[src/rtl/mr_wb.sv]
// Writeback/retire stage: an id-indexed reorder buffer that gathers out-of-order
// ALU and load/store results and retires them strictly in id order.
module mr_wb #(
  parameter int ID_BITS  = 4,
  parameter int XLEN_P   = 32,
  parameter int REG_BITS = 5
) (
  input  logic                clk,
  input  logic                rst,
  input  logic                alu_res_valid,
  output logic                alu_res_ready,
  input  logic [ID_BITS-1:0]  alu_res_id,
  input  logic [REG_BITS-1:0] alu_res_dst,
  input  logic [XLEN_P-1:0]   alu_res_val,
  input  logic                mem_res_valid,
  output logic                mem_res_ready,
  input  logic [ID_BITS-1:0]  mem_res_id,
  input  logic [REG_BITS-1:0] mem_res_dst,
  input  logic [XLEN_P-1:0]   mem_res_val,
  input  logic                flush,
  input  logic [ID_BITS-1:0]  flush_next_id,
  output logic                wb_valid,
  output logic [REG_BITS-1:0] wb_reg,
  output logic [XLEN_P-1:0]   wb_val,
  output logic                retire_valid,
  output logic [ID_BITS-1:0]  retire_id,
  output logic [ID_BITS:0]    occupancy
);
  localparam int DEPTH = 1 << ID_BITS;
  localparam logic [ID_BITS:0] FULL = (ID_BITS+1)'(DEPTH);

  logic [DEPTH-1:0]    slot_valid_reg;
  logic [DEPTH-1:0]    slot_valid_next;
  logic [REG_BITS-1:0] slot_dst [DEPTH];
  logic [XLEN_P-1:0]   slot_val [DEPTH];
  logic [ID_BITS-1:0]  head_reg;
  logic [ID_BITS:0]    occ_next;
  logic                alu_acc, mem_acc, head_ready;

  // On a same-id collision the ALU wins; mem readiness looks at ids, not at alu_res_ready.
  assign alu_res_ready = !rst && !flush && !slot_valid_reg[alu_res_id];
  assign mem_res_ready = !rst && !flush && !slot_valid_reg[mem_res_id] &&
                         !(alu_res_valid && (alu_res_id == mem_res_id));
  assign alu_acc    = alu_res_valid && alu_res_ready;
  assign mem_acc    = mem_res_valid && mem_res_ready;
  assign head_ready = slot_valid_reg[head_reg];

  always_comb begin
    slot_valid_next = slot_valid_reg;
    if (flush) begin
      slot_valid_next = '0;
    end else begin
      if (head_ready) slot_valid_next[head_reg] = 1'b0;
      if (alu_acc)    slot_valid_next[alu_res_id] = 1'b1;
      if (mem_acc)    slot_valid_next[mem_res_id] = 1'b1;
    end
  end

  always_comb begin
    occ_next = occupancy + (ID_BITS+1)'(alu_acc) + (ID_BITS+1)'(mem_acc)
             - (ID_BITS+1)'(head_ready);
  end

  // Payload storage carries no reset; the valid bits alone say what is live.
  always_ff @(posedge clk) begin
    if (alu_acc) begin
      slot_dst[alu_res_id] <= alu_res_dst;
      slot_val[alu_res_id] <= alu_res_val;
    end
    if (mem_acc) begin
      slot_dst[mem_res_id] <= mem_res_dst;
      slot_val[mem_res_id] <= mem_res_val;
    end
  end

  always_ff @(posedge clk or posedge rst) begin
    if (rst) begin
      slot_valid_reg <= '0;
      head_reg       <= '0;
      wb_valid       <= 1'b0;
      wb_reg         <= '0;
      wb_val         <= '0;
      retire_valid   <= 1'b0;
      retire_id      <= '0;
      occupancy      <= '0;
    end else begin
      slot_valid_reg <= slot_valid_next;
      if (flush) begin
        head_reg     <= flush_next_id;
        wb_valid     <= 1'b0;
        wb_reg       <= '0;
        wb_val       <= '0;
        retire_valid <= 1'b0;
        retire_id    <= '0;
        occupancy    <= '0;
      end else begin
        occupancy <= occ_next;
        if (head_ready) begin
          head_reg     <= head_reg + 1'b1;
          retire_valid <= 1'b1;
          retire_id    <= head_reg;
          wb_valid     <= (slot_dst[head_reg] != '0);
          wb_reg       <= slot_dst[head_reg];
          wb_val       <= slot_val[head_reg];
        end else begin
          retire_valid <= 1'b0;
          wb_valid     <= 1'b0;
        end
      end
    end
  end

  always_ff @(posedge clk) begin
    if (!rst) begin
      assert (!(alu_acc && slot_valid_reg[alu_res_id]));
      assert (!(mem_acc && slot_valid_reg[mem_res_id]));
      assert (!(alu_acc && mem_acc && (alu_res_id == mem_res_id)));
      assert (occupancy <= FULL);
    end
  end
endmodule

[config.mk]
export PLATFORM = sky130hd
export DESIGN_NAME = mr_wb
export DESIGN_NICKNAME = d
export VERILOG_FILES = /design/src/rtl/mr_wb.sv
export SDC_FILE = /design/constraint.sdc
export NUM_CORES = 1
export LEC_CHECK = 0
export CELL_PAD_IN_SITES_DETAIL_PLACEMENT = 0
export CELL_PAD_IN_SITES_GLOBAL_PLACEMENT = 1
export CORE_UTILIZATION = 48
export DETAILED_ROUTE_END_ITERATION = 8
export PLACE_DENSITY_LB_ADDON = 0.05
export SETUP_SLACK_MARGIN = 0.02
export SLEW_MARGIN = 5
export SYNTH_ARGS = -nofsm -noshare
export SYNTH_HDL_FRONTEND = slang
export SYNTH_SLANG_ARGS = --single-unit
[constraint.sdc]
create_clock -name clk -period 3.4 [get_ports clk]
set_input_delay 0.34 -clock clk [delete_from_list [all_inputs] [get_ports clk]]
set_output_delay 0.34 -clock clk [all_outputs]
set_load 0.005 [all_outputs]
==> results of run 1 <==
==> through the flow <==
| step | hold slack (ns) | setup slack (ns) |
|---|---|---|
| 3_3_place_gp | 0.4998 | -0.5987 |
| 2_1_floorplan | 0.4610 | 0.05193 |
| 4_1_cts | 0.3360 | 0.03112 |
| 6_report | 0.3331 | 0.1181 |
| 3_5_place_dp | 0.5086 | -0.5930 |
| 5_1_grt | 0.3885 | 0.002464 |
==> cells by family (layout without fill, tap and decap cells) <==
group	count (synthesis)	in the layout	synth area share, %
other cells	0	1	0
xor+xnor	8	8	0.2101
flops	660	660	58.42
mux	834	834	34.74
fa+ha+maj	10	10	0.4203
buf+inv	220	447	2.848
simple gates	139	139	1.891
compound gates	72	72	1.471
==> repair_timing <==
action,in CTS,in global routing
gates cloned,0,0
setup endpoints to repair,1,1
gates resized for setup,1,0
pin swaps,1,8
setup buffers,0,3
==> final cells by class <==
class,count,area [sq um],share of cell area [%]
Clock inverter,18,191.4,0.4839
Sequential cell,660,19490,49.27
Inverter,17,66.31,0.1676
Antenna cell,1,2.502,0.006325
Clock buffer,117,2197,5.553
Timing Repair Buffer,295,3413,8.627
Tap cell,931,1165,2.944
Multi-Input combinational cell,1063,13040,32.95
==> final timing paths <==
check | startpoint | to
hold / removal | rst | wb_val[25]
hold reg to reg | wb_val[29] | wb_val[29]
setup / recovery | slot_valid_reg[15] | occupancy[4]
setup reg to reg | slot_valid_reg[15] | occupancy[4]
min in group clk | flush_next_id[1] | head_reg[1]
max in group asynchronous | rst | wb_val[15]
==> cell usage in the layout (no fill, tap or decap), types with 15 or more instances in the layout <==
cell	instances
edfxtp_1	592
mux2_2	583
mux4_2	197
clkdlybuf4s50_1	139
buf_4	88
clkbuf_16	77
buf_12	68
dfrtp_1	64
nor2_1	47
mux2i_1	43
nand2_1	29
clkbuf_1	28
nand2_2	22
o21ai_0	17
inv_1	15
==> per-layer routing <==
metal  track usage (%)  wire [microns]
met1             39.59           41970
met3             4.666            6398
met2             46.38           48750
met5                 0              43
met4             8.608            2529
==> power by group <==
| group | total, mW | switching [mW] | internal [mW] |
|---|---|---|---|
| clock network | 7.97 | 3.23 | 4.73 |
| logic | 2.05 | 1.01 | 1.04 |
| registers | 8.99 | 0.0567 | 8.94 |
==> results.txt, run 1 <==
status = finished, final reports clean
grt ovf = 0
final number of setup-violating endpoints = 0
fin nets = 2212
antenna violations before repair = 4
leading cell type by number of instances after synthesis = edfxtp_1
IR drop worst, VDD = 0.3229 mV
period utilization = 96.53%
GRT Util Overall = 28.55%
worst slew pin tran = 1.099 ns
EDFF count, synth = 592
top post-synthesis cells by count = edfxtp_1 (592), mux2_2 (583), mux4_2 (197), clkbuf_1 (133), dfrtp_1 (68)
final WL = 99700 microns
die span in y = 265.6 microns
Synth area leader = edfxtp_1
CP startpoint kind = flip-flop
clock slew at reported path FFs = 0.06 ns
Post-Route Setup TNS = 0 ns
post-DP HPWL = 60010 microns
starting DRC count in detailed routing = 1931
critical-path cell list = mux4_2 -> mux4_2 -> nor2_2 -> nand2_1 -> ha_1 -> inv_1 -> fa_2 -> fa_2 -> a21o_1 -> a21oi_2 -> xnor2_1 -> nor2_1
TritonRoute pass-1 iters = 5
number of flip-flops in the largest register = 512
Max Slew Vio Count = 0
DRC = 0
CTS root buf = clkbuf_16
top_reg_cell synth = edfxtp_1
# IOs = 141
final antenna-violating net count = 0
post-synth top area share = 53.31%
flops & latches, synth = 660
R2R setup slack = 0.12 ns
Setup Skew = 0.02360 ns
Mean Syn Cell Area = 17.16 sq um
WL per Instance = 32.14 microns
asr flop ratio synth = 10.30%
layout cells sized above 1 = 50.23%
final instance area = 39560 sq um
Via Count = 19140
Die W = 265.6 microns
vias per inst = 6.169
Crit path arrival time = 3.72 ns
Post-Route Utilization = 57.58%
Req. time, crit path = 3.84 ns
RSZ-0062 raised after global routing = true
Worst path depth = 12
Layout area overhead = 18.65%
placed insts = 2963
H-tree depth = 3
Worst path max stage delay = 0.50 ns
worst-case reg-to-reg path depth = 12
Distinct cells, synth = 52
Skew-Pair Late Insertion Delay = 0.61 ns
Post-Layout Cell Count = 3102
crit-path max FO = 2
core outline area = 68710 sq um
Final Hold Viols = 0
crit end category = flip-flop
Num CTS Buffers = 74
CP max stage cell = mux4_2
TritonCTS clock tree = yes
Critical path buffers and inverters = 1
Cell Area, Placed = 37150 sq um
post-synthesis cell area = 33340 sq um
Synth warnings = 0
first-pass GRT wire length = 142600 microns
Hold WC Path Type = in2async
Tmin final = 3.282 ns
fillcell total = 5397
Power Total = 19.00 mW
PD cells = 480.4 nW/um^2
top cells by area, synth = edfxtp_1 (53%), mux2_2 (20%), mux4_2 (13%)
Seq/Total Area, Yosys = 58.42%
max_cap viols = 0
Peak Freq = 0.3047 GHz
clk buf depth = 3
clock sink total = 660
top flop regs = slot_val (512), slot_dst (80), wb_val (32)
delay-heaviest family, CP = adder cells
Initial Util = 48.53%
Mapped Cells = 1943
vias in the first global route = 19880
slew margin rel. = 26.71%
CTS Hold Bufs = 0
Crit Path Class = reg2reg
largest net degree at the start of global routing = 92
row cnt = 96
Static Leakage = 13.43 nW
Buffers on Ports = 140
Die ar. = 70520 sq um
GP Congestion = 0.8870
Reg with most FFs = slot_val
syn nets = 2044
Power figures use the tool's default switching activity.
==> run 2, diff against run 1 <==
- CORE_UTILIZATION: 48 -> 49
- CTS_BUF_LIST: unset -> sky130_fd_sc_hd__clkbuf_8
==> results.txt, run 2 (same netlist as run 1, synthesis figures left out) <==
worst-case reg-to-reg path depth = 12
slew margin rel. = 27.13%
core outline area = 67280 sq um
TritonCTS clock tree = yes
row cnt = 95
commonest non-fill, non-tap cell in the layout = edfxtp_1
RSZ-0062 raised after global routing = true
final antenna-violating net count = 0
Via Count = 19500
Die ar. = 69100 sq um
period utilization = 97.26%
top flop regs = slot_val (512), slot_dst (80), wb_val (32)
CP endpoint = occupancy[4]
Cell Area, Placed = 37070 sq um
clock sink total = 660
layout cells sized above 1 = 50.16%
# IOs = 141
number of flip-flops in the largest register = 512
largest net degree at the start of global routing = 95
PD cells = 450.6 nW/um^2
die span in y = 262.9 microns
WL per Instance = 31.60 microns
GP Congestion = 0.9221
top sig layer = met5
Post-Route Setup TNS = 0 ns
vias per inst = 6.235
Hold WC Path Type = in2reg
Num CTS Buffers = 113
Crit Path Class = reg2reg
vias in the first global route = 20330
worst r2r dst = occupancy[4]
Static Leakage = 13.54 nW
Peak Freq = 0.3024 GHz
Req. time, crit path = 3.94 ns
post-DP HPWL = 59090 microns
worst setup path startpoint = slot_valid_reg[10]
final number of setup-violating endpoints = 0
Die W = 262.9 microns
clock slew at reported path FFs = 0.06 ns
antenna violations before repair = 3
Skew-Pair Late Insertion Delay = 0.72 ns
final WL = 98800 microns
most frequent cells in the layout = edfxtp_1 (592), mux2_2 (583), mux4_2 (197)
Met3 Routed Length = 6368 microns
R2R setup slack = 0.09 ns
Worst R2R Start = slot_valid_reg[10]
met1 wire length = 43160 microns
Final Hold Viols = 0
Reg with most FFs = slot_val
fin nets = 2258
max_cap viols = 0
CTS root buf = clkbuf_8
starting DRC count in detailed routing = 1777
crit end category = flip-flop
Setup Skew = 0.03557 ns
IR drop worst, VDD = 0.2978 mV
Tmin final = 3.307 ns
GRT Util Overall = 28.86%
CP startpoint kind = flip-flop
grt ovf = 0
H-tree depth = 3
worst slew pin tran = 1.093 ns
Buffers on Ports = 140
final instance area = 39160 sq um
DP Worst Slack = -0.5954 ns
WL met2 = 46880 microns
clk buf depth = 3
status = finished, final reports clean
Initial Util = 49.56%
Max Slew Vio Count = 0
DRC = 0
crit-path max FO = 2
Crit path arrival time = 3.85 ns
Layout area overhead = 17.44%
TritonRoute pass-1 iters = 5
first-pass GRT wire length = 142900 microns
final worst slack = 0.09324 ns
## run 2: changes by cell type in the layout (fill, tap and decap cells not counted), sizes merged
| cell | change |
|---|---|
| dlygate4sd3 | +1 |
| clkinvlp | +2 |
| clkinv | +12 |
| bufinv | -3 |
| inv | +62 |
| clkdlybuf4s50 | -1 |
| buf | +7 |
| clkbuf | +3 |
## run 2: where the power goes
group	internal (mW)	switching, mW	total (mW)
logic	1.04	1.02	2.06
registers	8.94	0.0493	8.99
clock network	3.32	3.28	6.60
## run 2: final cells by class
type                       instances  area (sq um)
antenna                            1         2.502
clock buffer                     120          1652
clock inverter                    91         405.4
fill                            5200         28120
inverter                          17         66.31
multi-input combinational       1063         13040
sequential                       660         19490
tap                              873          1092
timing repair buffer             302          3416
## run 2: worst min path at each step
| stage | slack (ns) | endpoint | start | depth (start not counted) |
|---|---|---|---|---|
| 2_1_floorplan | 0.46 | head_reg[0] | flush_next_id[0] | 2 |
| 3_3_place_gp | 0.50 | wb_val[5] | wb_val[5] | 2 |
| 3_5_place_dp | 0.51 | retire_id[0] | retire_id[0] | 2 |
| 4_1_cts | 0.14 | head_reg[1] | flush_next_id[1] | 3 |
| 5_1_grt | 0.17 | head_reg[1] | flush_next_id[1] | 3 |
| 6_report | 0.20 | head_reg[1] | flush_next_id[1] | 3 |
## run 2: critical path, cell delays in order (launching register included)
cell     delay, ns
dfrtp_1       0.41
mux4_2        0.48
mux4_2        0.53
nor2_4        0.13
nand2_1       0.06
ha_1          0.29
inv_2         0.04
fa_2          0.38
fa_2          0.36
a21o_1        0.17
a21oi_2       0.12
xnor2_1       0.13
nor2_1        0.05
## run 2: layer usage
metal,global-route usage [%],vias up
met4,8.235,2
li1,-,8215
met5,0,-
met2,45.44,735
met3,5.191,164
met1,41.29,10380
## run 2: stage by stage
stage | hold slack (ns) | instances | power, mW | util (%)
after floorplan | 0.4610 | 1943 | 10.48 | -
after global placement | 0.5016 | 2912 | 11.18 | 55.09
after detailed placement | 0.5089 | 2912 | 11.20 | 55.09
after CTS | 0.1380 | 3124 | 17.78 | 58.17
after global routing | 0.1712 | 3127 | 18.25 | 58.21
final | 0.1995 | 3127 | 17.64 | 58.21
## run 2: repair_timing
action	in CTS	in global routing
gates resized for setup	1	4
gates cloned	0	0
pin swaps	1	8
setup buffers	0	2
hold endpoints to repair	2	0
hold buffers	1	0
endpoints found under the setup margin	1	2
